**src/rtl/alu_seq_pkg.sv**
```systemverilog
// Shared types for the sequential ALU controller: opcode encoding and FSM states.
package alu_seq_pkg;

  typedef enum logic [3:0] {
    OP_ADD  = 4'h0,
    OP_SUB  = 4'h1,
    OP_MUL  = 4'h2,
    OP_DIV  = 4'h3,
    OP_SHL  = 4'h4,
    OP_SHR  = 4'h5,
    OP_ROTL = 4'h6,
    OP_ROTR = 4'h7,
    OP_AND  = 4'h8,
    OP_OR   = 4'h9,
    OP_XOR  = 4'hA,
    OP_NOR  = 4'hB,
    OP_NAND = 4'hC,
    OP_XNOR = 4'hD,
    OP_GT   = 4'hE,
    OP_EQ   = 4'hF
  } op_e;

  typedef enum logic [1:0] {
    ST_IDLE = 2'd0,
    ST_EXEC = 2'd1,
    ST_RESP = 2'd2
  } state_e;

endpackage

```
**src/rtl/alu_core.sv**
```systemverilog
// Combinational ALU datapath; div0 flags a divide with a zero divisor.
module alu_core
  import alu_seq_pkg::*;
#(
  parameter int WIDTH = 4
) (
  input  logic [WIDTH-1:0] a,
  input  logic [WIDTH-1:0] b,
  input  op_e              op,
  output logic [WIDTH-1:0] result,
  output logic             div0
);

  logic shift_big_s;

  assign shift_big_s = (32'(b) >= 32'(WIDTH));
  assign div0        = (op == OP_DIV) && (b == '0);

  // Opcode decode; arithmetic naturally truncates to WIDTH bits
  always_comb begin
    result = '0;
    case (op)
      OP_ADD:  result = a + b;
      OP_SUB:  result = a - b;
      OP_MUL:  result = a * b;
      OP_DIV:  if (b == '0) result = '1; else result = a / b;
      OP_SHL:  if (shift_big_s) result = '0; else result = a << b;
      OP_SHR:  if (shift_big_s) result = '0; else result = a >> b;
      OP_ROTL: result = {a[WIDTH-2:0], a[WIDTH-1]};
      OP_ROTR: result = {a[0], a[WIDTH-1:1]};
      OP_AND:  result = a & b;
      OP_OR:   result = a | b;
      OP_XOR:  result = a ^ b;
      OP_NOR:  result = ~(a | b);
      OP_NAND: result = ~(a & b);
      OP_XNOR: result = ~(a ^ b);
      OP_GT:   result = {{(WIDTH-1){1'b0}}, (a > b)};
      OP_EQ:   result = {{(WIDTH-1){1'b0}}, (a == b)};
      default: result = '0;
    endcase
  end

endmodule

```
**src/rtl/alu_seq_ctrl.sv**
```systemverilog
// Sequential ALU controller: IDLE -> EXEC -> RESP handshake FSM around alu_core.
// Define ALU_SEQ_ERR_EN to build the registered divide-by-zero flag on rsp_err.
module alu_seq_ctrl
  import alu_seq_pkg::*;
#(
  parameter int WIDTH = 4
) (
  input  logic             clk,
  input  logic             rst_n,
  input  logic             cmd_valid,
  output logic             cmd_ready,
  input  logic [WIDTH-1:0] cmd_a,
  input  logic [WIDTH-1:0] cmd_b,
  input  logic [3:0]       cmd_op,
  output logic             rsp_valid,
  input  logic             rsp_ready,
  output logic [WIDTH-1:0] rsp_data,
  output logic             rsp_err,
  output logic [7:0]       op_count
);

  state_e           state_r, state_nxt_s;
  logic [WIDTH-1:0] a_r, b_r, data_r, alu_res_s;
  op_e              op_r;
  logic             valid_r, ready_s, alu_div0_s;
  logic [7:0]       count_r;
  logic             cmd_hs_s, rsp_hs_s;

  alu_core #(.WIDTH(WIDTH)) u_alu_core (
    .a      (a_r),
    .b      (b_r),
    .op     (op_r),
    .result (alu_res_s),
    .div0   (alu_div0_s)
  );

  assign cmd_hs_s  = cmd_valid && ready_s;
  assign rsp_hs_s  = valid_r && rsp_ready;
  // Ready is held low while reset is asserted even though the state reads IDLE
  assign cmd_ready = ready_s && rst_n;
  assign rsp_valid = valid_r;
  assign rsp_data  = data_r;
  assign op_count  = count_r;

  // FSM state register
  always_ff @(posedge clk or negedge rst_n) begin
    if (!rst_n) state_r <= ST_IDLE;
    else        state_r <= state_nxt_s;
  end

  // FSM next-state logic
  always_comb begin
    state_nxt_s = state_r;
    case (state_r)
      ST_IDLE: if (cmd_valid) state_nxt_s = ST_EXEC; else state_nxt_s = ST_IDLE;
      ST_EXEC: state_nxt_s = ST_RESP;
      ST_RESP: if (rsp_hs_s) state_nxt_s = ST_IDLE; else state_nxt_s = ST_RESP;
      default: state_nxt_s = ST_IDLE;
    endcase
  end

  // FSM output decode
  always_comb begin
    ready_s = 1'b0;
    case (state_r)
      ST_IDLE: ready_s = 1'b1;
      default: ready_s = 1'b0;
    endcase
  end

  // Operand capture on command handshake
  always_ff @(posedge clk or negedge rst_n) begin
    if (!rst_n) begin
      a_r  <= '0;
      b_r  <= '0;
      op_r <= OP_ADD;
    end else if (cmd_hs_s) begin
      a_r  <= cmd_a;
      b_r  <= cmd_b;
      op_r <= op_e'(cmd_op);
    end
  end

  // Result capture in EXEC; div0 override keeps the data all-ones regardless of core
  always_ff @(posedge clk or negedge rst_n) begin
    if (!rst_n)                  data_r <= '0;
    else if (state_r == ST_EXEC) data_r <= alu_div0_s ? '1 : alu_res_s;
  end

  // Response valid rises one cycle into RESP and drops on the handshake
  always_ff @(posedge clk or negedge rst_n) begin
    if (!rst_n)                               valid_r <= 1'b0;
    else if ((state_r == ST_RESP) && !rsp_hs_s) valid_r <= 1'b1;
    else                                      valid_r <= 1'b0;
  end

  // Completed-response counter, wraps at 8 bits
  always_ff @(posedge clk or negedge rst_n) begin
    if (!rst_n)        count_r <= 8'd0;
    else if (rsp_hs_s) count_r <= count_r + 8'd1;
  end

`ifdef ALU_SEQ_ERR_EN
  logic err_r;

  // Divide-by-zero flag, captured alongside the result
  always_ff @(posedge clk or negedge rst_n) begin
    if (!rst_n)                  err_r <= 1'b0;
    else if (state_r == ST_EXEC) err_r <= alu_div0_s;
  end

  assign rsp_err = err_r;
`else
  assign rsp_err = 1'b0;
`endif

endmodule

```
**config.mk**
```make
export PLATFORM = sky130hd
export DESIGN_NAME = alu_seq_ctrl
export DESIGN_NICKNAME = d
export VERILOG_FILES = /design/src/rtl/alu_seq_pkg.sv /design/src/rtl/alu_core.sv /design/src/rtl/alu_seq_ctrl.sv
export SDC_FILE = /design/constraint.sdc
export NUM_CORES = 1
export LEC_CHECK = 0
export ABC_AREA = 1
export BUFFER_PORTS_ARGS = -buffer_cell sky130_fd_sc_hd__clkbuf_2
export CORE_ASPECT_RATIO = 0.9
export CORE_MARGIN = 2
export CORE_UTILIZATION = 50
export DETAILED_ROUTE_END_ITERATION = 10
export PLACE_DENSITY = 0.7
export SYNTH_ARGS = -nofsm -noshare
export SYNTH_HDL_FRONTEND = slang
export SYNTH_SLANG_ARGS = --single-unit
```
**constraint.sdc**
```tcl
create_clock -name clk -period 9.7 [get_ports clk]
set_input_delay 0.97 -clock clk [delete_from_list [all_inputs] [get_ports clk]]
set_output_delay 0.97 -clock clk [all_outputs]
set_load 0.05 [all_outputs]
```
**Word level (Yosys, flattened, before mapping)**

Index checks and enable logic that the tools add are counted.

- Register bits after elaboration: 27
- Output and inout bits: 15
- Logic and storage cells: 59

- Add/sub/neg operators: 3
- Multiply operators: 1
- Divide/modulo/power cells: 1
- Magnitude comparators: 2
- Equal/unequal tests: 18
- Shift operators: 2
- Mux-type cells: 10
- Bitwise operators: 6
- Reductions and logical operators: 9

Operator list:

| operator | number |
|---|---|
| one-hot mux 4 bit (16 select lines) | 1 |
| equality test 4 bit, second input constant | 8 |
| equality test 4 x 3 -> 1 bit, second input constant | 4 |
| 2-to-1 mux 4 bit | 4 |
| NOT 4 bit | 3 |
| adder 8 x 1 -> 8 bit, second input constant | 1 |
| equality test 4 x 2 -> 1 bit, second input constant | 2 |
| zero test 4 bit | 2 |
| one-hot mux 2 bit (3 select lines) | 1 |
| logical AND 1 bit | 5 |
| adder 4 bit | 1 |
| bitwise AND 4 bit | 1 |
| divider 4 x 4 -> 4 bit | 1 |
| equality test 4 x 1 -> 1 bit, second input constant | 1 |
| equality test 4 bit | 1 |
| greater-or-equal comparator 4 x 3 -> 1 bit, second input constant | 1 |
| greater-than comparator 4 bit | 1 |
| multiplier 4 x 4 -> 4 bit | 1 |
| bitwise OR 4 bit | 1 |
| << shifter 4 x 4 -> 4 bit | 1 |
| >> shifter 4 x 4 -> 4 bit | 1 |
| subtractor 4 bit | 1 |
| XOR 4 bit | 1 |
| 2-to-1 mux 1 bit | 3 |
| 5 further kinds | 5 |

**Longest topological paths before layout**

Gate-level depths: netlist of the first run.

- Word-level depth: 4
- Depth in mapped cells: 26
- Depth with buffers taken out: 26

**Hierarchy**

A second synthesis of the first run with hierarchy kept.

- Cells, all modules: 398
- Area total of the unflattened synthesis: 2693.8 µm²

By module, submodules not included:

| module | times used | cells each | area each (µm²) | seq. area each (µm²) |
|---|---|---|---|---|
| alu_core | 1 | 265 | 1551.5 | 0.0 |
| alu_seq_ctrl | 1 | 133 | 1142.3 | 675.6 |

**Worst setup path after synthesis of the first run**

Ideal clock, no wire load.

- Path type: flip-flop to flip-flop
- Start: register b_r[0]
- End: register data_r[0], in the netlist rsp_data[0]
- Data arrival time: 3.614 ns
- Path slack: 5.973 ns
- Cell stages (with the launch flop): 26
- Path buffers: 0
- Cell sequence: dfrtp_1 inv_2 ha_1 o21ai_2 a22oi_2 ha_1 o21ai_0 nand2_1 nand2_1 nand2_1 o21ai_0 ha_1 a21oi_1 nand2_1 nand2_1 a21oi_1 inv_1 nand2_1 o21ai_0 ha_1 a21oi_1 o21ai_0 o21ai_0 nand3_1 nand2_1 inv_1

- Longest elaborated chain between the ends: 4

Ends and longest elaborated chain:

| element | line | source |
|---|---|---|
| from (decl) | alu_seq_ctrl.sv:23 | `logic [WIDTH-1:0] a_r, b_r, data_r, alu_res_s;` |
| from (signal assigned) | alu_seq_ctrl.sv:79 | `b_r <= cmd_b;` |
| divider 4 x 4 -> 4 bit (tied with other cells) | alu_core.sv:26 | `OP_DIV: if (b == '0) result = '1; else result = a / b;` |
| 2-to-1 mux 4 bit (tied with other cells) | alu_core.sv:26 |  |
| one-hot mux 4 bit (16 select lines) | alu_core.sv:22 | `case (op)` |
| 2-to-1 mux 4 bit (*) | alu_seq_ctrl.sv:87 | `else if (state_r == ST_EXEC) data_r <= alu_div0_s ? '1 : alu_res_s;` |
| to (signal assigned) | alu_seq_ctrl.sv:87 |  |
| to (decl) | alu_seq_ctrl.sv:23 |  |

Every way passes the cells marked *; elsewhere a longest branch is shown, timed or not.
A chain may end at the register's enable or synchronous reset.

**Worst setup path in the final report of the first run**

Same ends and word-level chain as after synthesis.

==> results of run 1 <==
## worst max-delay path: stages, from the launching register on
cell and delay (ns):
dfrtp_1 0.59, inv_2 0.20, ha_1 0.36, o21ai_2 0.15, a22oi_2 0.08, ha_1 0.31, o21ai_0 0.10, nand2_1 0.10
nand2_1 0.11, nand2_1 0.08, o21ai_0 0.12, ha_1 0.35, a21oi_1 0.08, nand2_1 0.09, nand2_1 0.07, a21oi_1 0.29
inv_1 0.15, nand2_1 0.11, o21ai_2 0.05, ha_1 0.29, a21oi_1 0.15, o21ai_0 0.09, o21ai_0 0.16, nand3_1 0.10
nand2_1 0.06, inv_1 0.03
## cells by family after synthesis
logic type | count (synthesis)
buffers and inverters | 58
xor gates and xnor gates | 11
AOI/OAI and AO/OA | 41
other | 1
DFF | 27
adders and majority gates | 32
and+or+nand+nor | 221
## routing by layer
layer  part of all wire  vias up  track usage
met2               0.42      124        0.404
li1                   -     1293            -
met5                  0        -            0
met4              0.027        0       0.0584
met1               0.47     1138        0.379
met3              0.086       31       0.0460
## placed cells by master, fill, tap and decap left out, types with 3 or more instances in the layout
cell,synthesis,routed
nor2_1,42,42
inv_2,5,5
nor3_1,4,4
o21ai_0,21,21
a21oi_1,10,10
or2_2,5,5
nand3b_1,3,3
o21ai_2,3,3
xor2_1,5,5
clkbuf_2,0,29
nand3_1,35,35
clkbuf_8,0,3
dfrtp_1,27,27
ha_1,30,30
nand4_1,5,5
inv_1,49,49
xnor2_1,6,6
nand2_1,118,118
## metrics by stage
| step | hold slack (ns) | setup slack, ns |
|---|---|---|
| detailed placement | 0.466 | 5.41 |
| global route | 0.497 | 4.96 |
| finish | 0.477 | 5.33 |
| floorplan | 0.440 | 5.97 |
| CTS | 0.481 | 5.36 |
| global placement | 0.454 | 5.75 |
## path summary, 6_finish.rpt
path / slack (ns) / cells after the start / endpoint
max: 5.33 / 25 / rsp_data[0]$_DFFE_PN0P_
min: 0.48 / 1 / rsp_valid$_DFF_PN0_
max reg2reg: 5.33 / 25 / rsp_data[0]$_DFFE_PN0P_
min reg2reg: 0.48 / 1 / rsp_valid$_DFF_PN0_
max in group asynchronous: 8.56 / 1 / op_r[2]$_DFFE_PN0P_
min in group asynchronous: 0.70 / 1 / op_count[0]$_DFFE_PN0P_
## registers in the layout (all words and copies together) (netlist names)
register and flops:
b_r 4, op_r 4, rsp_valid 1, a_r 4, op_count 8, rsp_data 4
state_r 2
## area by class of cell
class                           count  area [um^2]
Tap cell                           65         81.3
Fill cell                         483         2070
Inverter                           54          203
Timing Repair Buffer               29          145
Multi-Input combinational cell    306         1700
Sequential cell                    27          676
Clock buffer                        3         41.3
Clock inverter                      1         8.76
==> flow_summary.yaml, run 1 <==
yosys:
  postSynthAreaPerCell_um2: 6.65
  netlist_area_mm2: 0.00260
  synth_cell_types: 32
  synthSimpleGateAreaFrac: 0.365
  synth_edf_count: 0
  synth_fp_nets: 439
  ys_seq_area_frac: 0.260
  yosysTopAreaCellShare: 0.260
  ys.flop_type: "dfrtp_1"
  synth.top_cells.by_count: "nand2_1, inv_1, nor2_1"
  synth_cells: 391
  synth_top_family_by_area: "simple AND/OR/NAND/NOR gates"
  netlist_top_cells_area: "dfrtp_1, nand2_1, ha_1"
  synth.most_common_cell: "nand2_1"
  synthAdderAreaFrac: 0.160
  ys_seq_elements: 27
  async_flop_share: 1.00
  yosysWarnings: 0
  synthMuxAreaShare: 0
  synth_compound_area_frac: 0.0905
  synth_top_area_cell: "dfrtp_1"
  synth_xor_area_frac: 0.0371
final_layout:
  area_growth_pct: 9.87
  fin_nets: 469
  antenna-diode-count: 0
  design_area_mm2: 0.00286
  drive_gt1_frac: 0.126
  final_cells: 485
  final_core_util: 0.580
detailed_routing:
  vias: 2586
  firstDrtPassIters: 5
  routedWlPerCell_um: 14.7
  drt_drc_violations_left: 0
  ant_nets: 0
  routed_wl_mm: 7.11
  drt_iter0_markers: 190
  drt-vias-per-instance: 5.33
cts:
  postCtsHoldBufs: 0
  post_cts_resized: 0
  cts-root-buf: "clkbuf_8"
  cts_setup_buffers: 0
  cts_made_buffers: 3
  clk_pin_slew_ns: 0.10
  cts.sinks: 27
  clk_latency_ns: 0.28
  h-tree-depth: 1
  cts.path.max_buffers: 2
  tritoncts: "done"
place:
  portBuffers: 29
  dp_cells: 481
  dp_hpwl_mm: 5.68
  post_dp_cell_area_mm2: 0.00281
  gp_congestion: 0.987
setup_path:
  endpoint_kind: "flip-flop"
  crit_arrival_ns: 4.56
  cp.required_ns: 9.89
  critPathKind: "reg2reg"
  r2r_start: "b_r[0]$_DFFE_PN0P_"
  crit_path_max_fanout: 12
  critical_path.startpoint: "b_r[0]$_DFFE_PN0P_"
  start_kind: "flip-flop"
timing:
  worst_pin_slew_ns: 0.680
  grt_setup_unrepaired: "false"
  max_freq_ghz: 0.229
  final_hold_viol_count: 0
  finClkSkew_ns: 0.00579
  setup_viol: 0
  fin_tns_setup_ns: 0
  post-route-period-util: 0.451
  finalMaxSlewViolations: 0
  slew_headroom: 0.547
  period_minus_slack_ns: 4.37
floorplanning:
  die_x_um: 80.0
  initial_core_util: 0.528
  dieArea_mm2: 0.00579
  io_pins: 31
  fp-row-count: 24
  core_mm2: 0.00492
  die_h_um: 72.4
global_route:
  antenna_found_initial: 0
  grt_pass1_wl_mm: 11.9
  grt_pass1_vias: 2452
  grt_usage: 0.260
  grt_overflow: 0
  grt_max_degree: 29
flow_run:
  cap_viol_max_count: 0
min_path:
  hold_class: "reg2reg"
  min_from: "state_r[0]$_DFF_PN0_"
status:
  status: "finished, final reports clean"
Power of run 1 is not shown: default switching activity piles up to over one toggle a cycle in this logic, so the estimate is an artifact.
==> run 2: changes to the inputs <==
--- a/config.mk
+++ b/config.mk
@@ -5,7 +5,7 @@
 export SDC_FILE = /design/constraint.sdc
 export NUM_CORES = 1
 export LEC_CHECK = 0
-export ABC_AREA = 1
+export ABC_AREA = 0
 export BUFFER_PORTS_ARGS = -buffer_cell sky130_fd_sc_hd__clkbuf_2
 export CORE_ASPECT_RATIO = 0.9
 export CORE_MARGIN = 2
==> constraint.sdc (replaced) <==
create_clock -name clk -period 4.4 [get_ports clk]
set_input_delay 0.44 -clock clk [delete_from_list [all_inputs] [get_ports clk]]
set_output_delay 0.44 -clock clk [all_outputs]
set_load 0.05 [all_outputs]
==> run 2 against run 1 <==
Synthesized cell count decreased by 25%. Worst hold slack got worse by 0.30 ns. Final cell count fell by 21%. Non-clock buffer count grew 8. Critical path type unchanged. First-iteration DRC count is 12% higher. Synthesized area is essentially flat. Design area fell by 0.92%. Count of clock-buffer cells in the layout unchanged.
==> flow_summary.yaml, run 2 <==
yosys:
  synthMuxAreaShare: 0.0539
  ys.flop_type: "dfrtp_1"
  synthSimpleGateAreaFrac: 0.201
  yosysTopAreaCellShare: 0.260
  synth.most_common_cell: "nand2_1"
  postSynthAreaPerCell_um2: 8.87
  synth_fp_nets: 341
  async_flop_share: 1.00
  yosysWarnings: 0
  synthAdderAreaFrac: 0.160
  synth_compound_area_frac: 0.189
  netlist_area_mm2: 0.00260
  synth_cells: 293
  synth_xor_area_frac: 0.0688
  netlist_top_cells_area: "dfrtp_1, ha_1, nand2_1"
  ys_seq_area_frac: 0.260
  ys_seq_elements: 27
  synth_edf_count: 0
  synth.top_cells.by_count: "nand2_1, ha_1, dfrtp_1"
  synth_cell_types: 61
  synth_top_family_by_area: "simple AND/OR/NAND/NOR gates"
  synth_top_area_cell: "dfrtp_1"
flow_run:
  cap_viol_max_count: 0
floorplanning:
  dieArea_mm2: 0.00579
  core_mm2: 0.00492
  die_x_um: 80.0
  fp-row-count: 24
  initial_core_util: 0.528
  io_pins: 31
  die_h_um: 72.4
cts:
  tritoncts: "done"
  clk_pin_slew_ns: 0.10
  cts-root-buf: "clkbuf_8"
  cts.path.max_buffers: 2
  clk_latency_ns: 0.28
  cts_made_buffers: 3
  cts.sinks: 27
  postCtsHoldBufs: 0
  h-tree-depth: 1
detailed_routing:
  routedWlPerCell_um: 17.1
  firstDrtPassIters: 5
  drt-vias-per-instance: 5.89
  drt_drc_violations_left: 0
  drt_iter0_markers: 213
  ant_nets: 0
  routed_wl_mm: 6.57
  vias: 2261
global_route:
  grt_overflow: 0
  antenna_found_initial: 0
  grt_usage: 0.236
  grt_pass1_wl_mm: 10.5
  grt_pass1_vias: 1966
  grt_max_degree: 31
setup_path:
  timing.rr.end: "rsp_data[0]$_DFFE_PN0P_"
  start_kind: "flip-flop"
  crit_arrival_ns: 4.12
  endpoint_kind: "flip-flop"
  reg2reg_depth: 15
  cp.required_ns: 4.55
  r2r_slack_ns: 0.43
  critical_path.startpoint: "b_r[2]$_DFFE_PN0P_"
  endpoint: "rsp_data[0]$_DFFE_PN0P_"
  r2r_start: "b_r[2]$_DFFE_PN0P_"
  crit_path_max_fanout: 5
  critPathKind: "reg2reg"
place:
  place_ws_ns: 0.353
  gp_congestion: 0.959
  dp_hpwl_mm: 4.90
  portBuffers: 29
timing:
  fin_tns_setup_ns: 0
  worst_pin_slew_ns: 0.915
  final_hold_viol_count: 0
  grt_setup_unrepaired: "false"
  max_freq_ghz: 0.252
  slew_headroom: 0.390
  finClkSkew_ns: 0.00745
  finalWorstSetupSlack_ns: 0.430
  finalMaxSlewViolations: 0
  period_minus_slack_ns: 3.97
  post-route-period-util: 0.902
  setup_viol: 0
final_layout:
  fin_nets: 368
  largest_register_ffs: 8
  layout_common_cells: "nand2_1, ha_1, clkbuf_2"
  area_growth_pct: 8.81
  antenna-diode-count: 0
  layout_commonest_cell: "nand2_1"
  drive_gt1_frac: 0.194
  fillers: 462
status:
  status: "finished, final reports clean"
min_path:
  hold_class: "in2async"
==> run 2: cell count changes after synthesis, moves of 7 or more <==
cell,delta
nand3_1,-27
nand2_1,-87
nor2_1,-22
a21oi_1,+7
xnor2_1,+7
inv_1,-36
mux2_2,+7
==> run 2: how the worst min path moves through the flow <==
stage	from	endpoint	cells after the start
floorplan	rst_n	a_r[0]$_DFFE_PN0P_	0
global placement	op_count[7]$_DFFE_PN0P_	op_count[7]$_DFFE_PN0P_	1
detailed placement	op_count[7]$_DFFE_PN0P_	op_count[7]$_DFFE_PN0P_	1
CTS	rst_n	rsp_valid$_DFF_PN0_	1
global route	rst_n	rsp_data[2]$_DFFE_PN0P_	1
finish	rst_n	rsp_valid$_DFF_PN0_	1
==> run 2: metrics by stage <==
step                hold slack [ns]   util  instances  cell area [um^2]
CTS                           0.202  0.574        384              2830
detailed placement            0.474  0.564        380              2780
floorplan                     0.144      -        293              2600
global placement              0.461  0.564        380              2780
global route                  0.230  0.574        384              2830
finish                        0.179  0.574        384              2830
==> run 2: logic make-up (layout without fill, tap and decap cells) <==
| group | Yosys count | in the layout |
|---|---|---|
| AO/OA/AOI/OAI | 75 | 75 |
| other | 1 | 1 |
| AND/OR/NAND/NOR | 97 | 97 |
| adder cells (fa/ha/maj) | 32 | 32 |
| buffers and inverters | 30 | 56 |
| flip-flops | 27 | 27 |
| multiplexers | 13 | 13 |
| XOR/XNOR | 18 | 18 |
==> run 2: cell type report <==
type	instances	area (um^2)	area share
tap	65	81.3	0.0287
clock inverter	1	7.51	0.00265
clock buffer	3	41.3	0.0146
timing repair buffer	37	205	0.0725
inverter	15	56.3	0.0199
sequential	27	676	0.239
multi-input combinational	236	1760	0.623
==> run 2: what timing repair did <==
| action | in CTS | in global routing |
|---|---|---|
| setup endpoints to repair | 0 | 1 |
| setup buffers | 0 | 0 |
| gates resized for setup | 0 | 1 |
==> run 2: critical path, stage by stage, from the launching register on <==
cell and delay [ns]:
dfrtp_1 0.47, nor3_2 0.25, a21oi_1 0.10, a21oi_1 0.18, ha_1 0.28, o21a_1 0.12, o21ai_0 0.33, mux2_2 0.39
ha_1 0.30, o21ai_0 0.10, a21oi_2 0.26, mux2_2 0.37, ha_1 0.27, a211oi_1 0.21, o22a_1 0.15, a31oi_1 0.07
==> run 2: layer usage <==
metal  global-route usage  part of all wire  up-vias  routed length [um]
met1                0.382              0.48     1046                3140
met5                    0                 0        -                   0
li1                     -                 -     1101                   -
met4               0.0490             0.015        0                  98
met2                0.334              0.42      106                2780
met3               0.0286             0.084        8                 554
Power of run 2 is left out for the same reason.
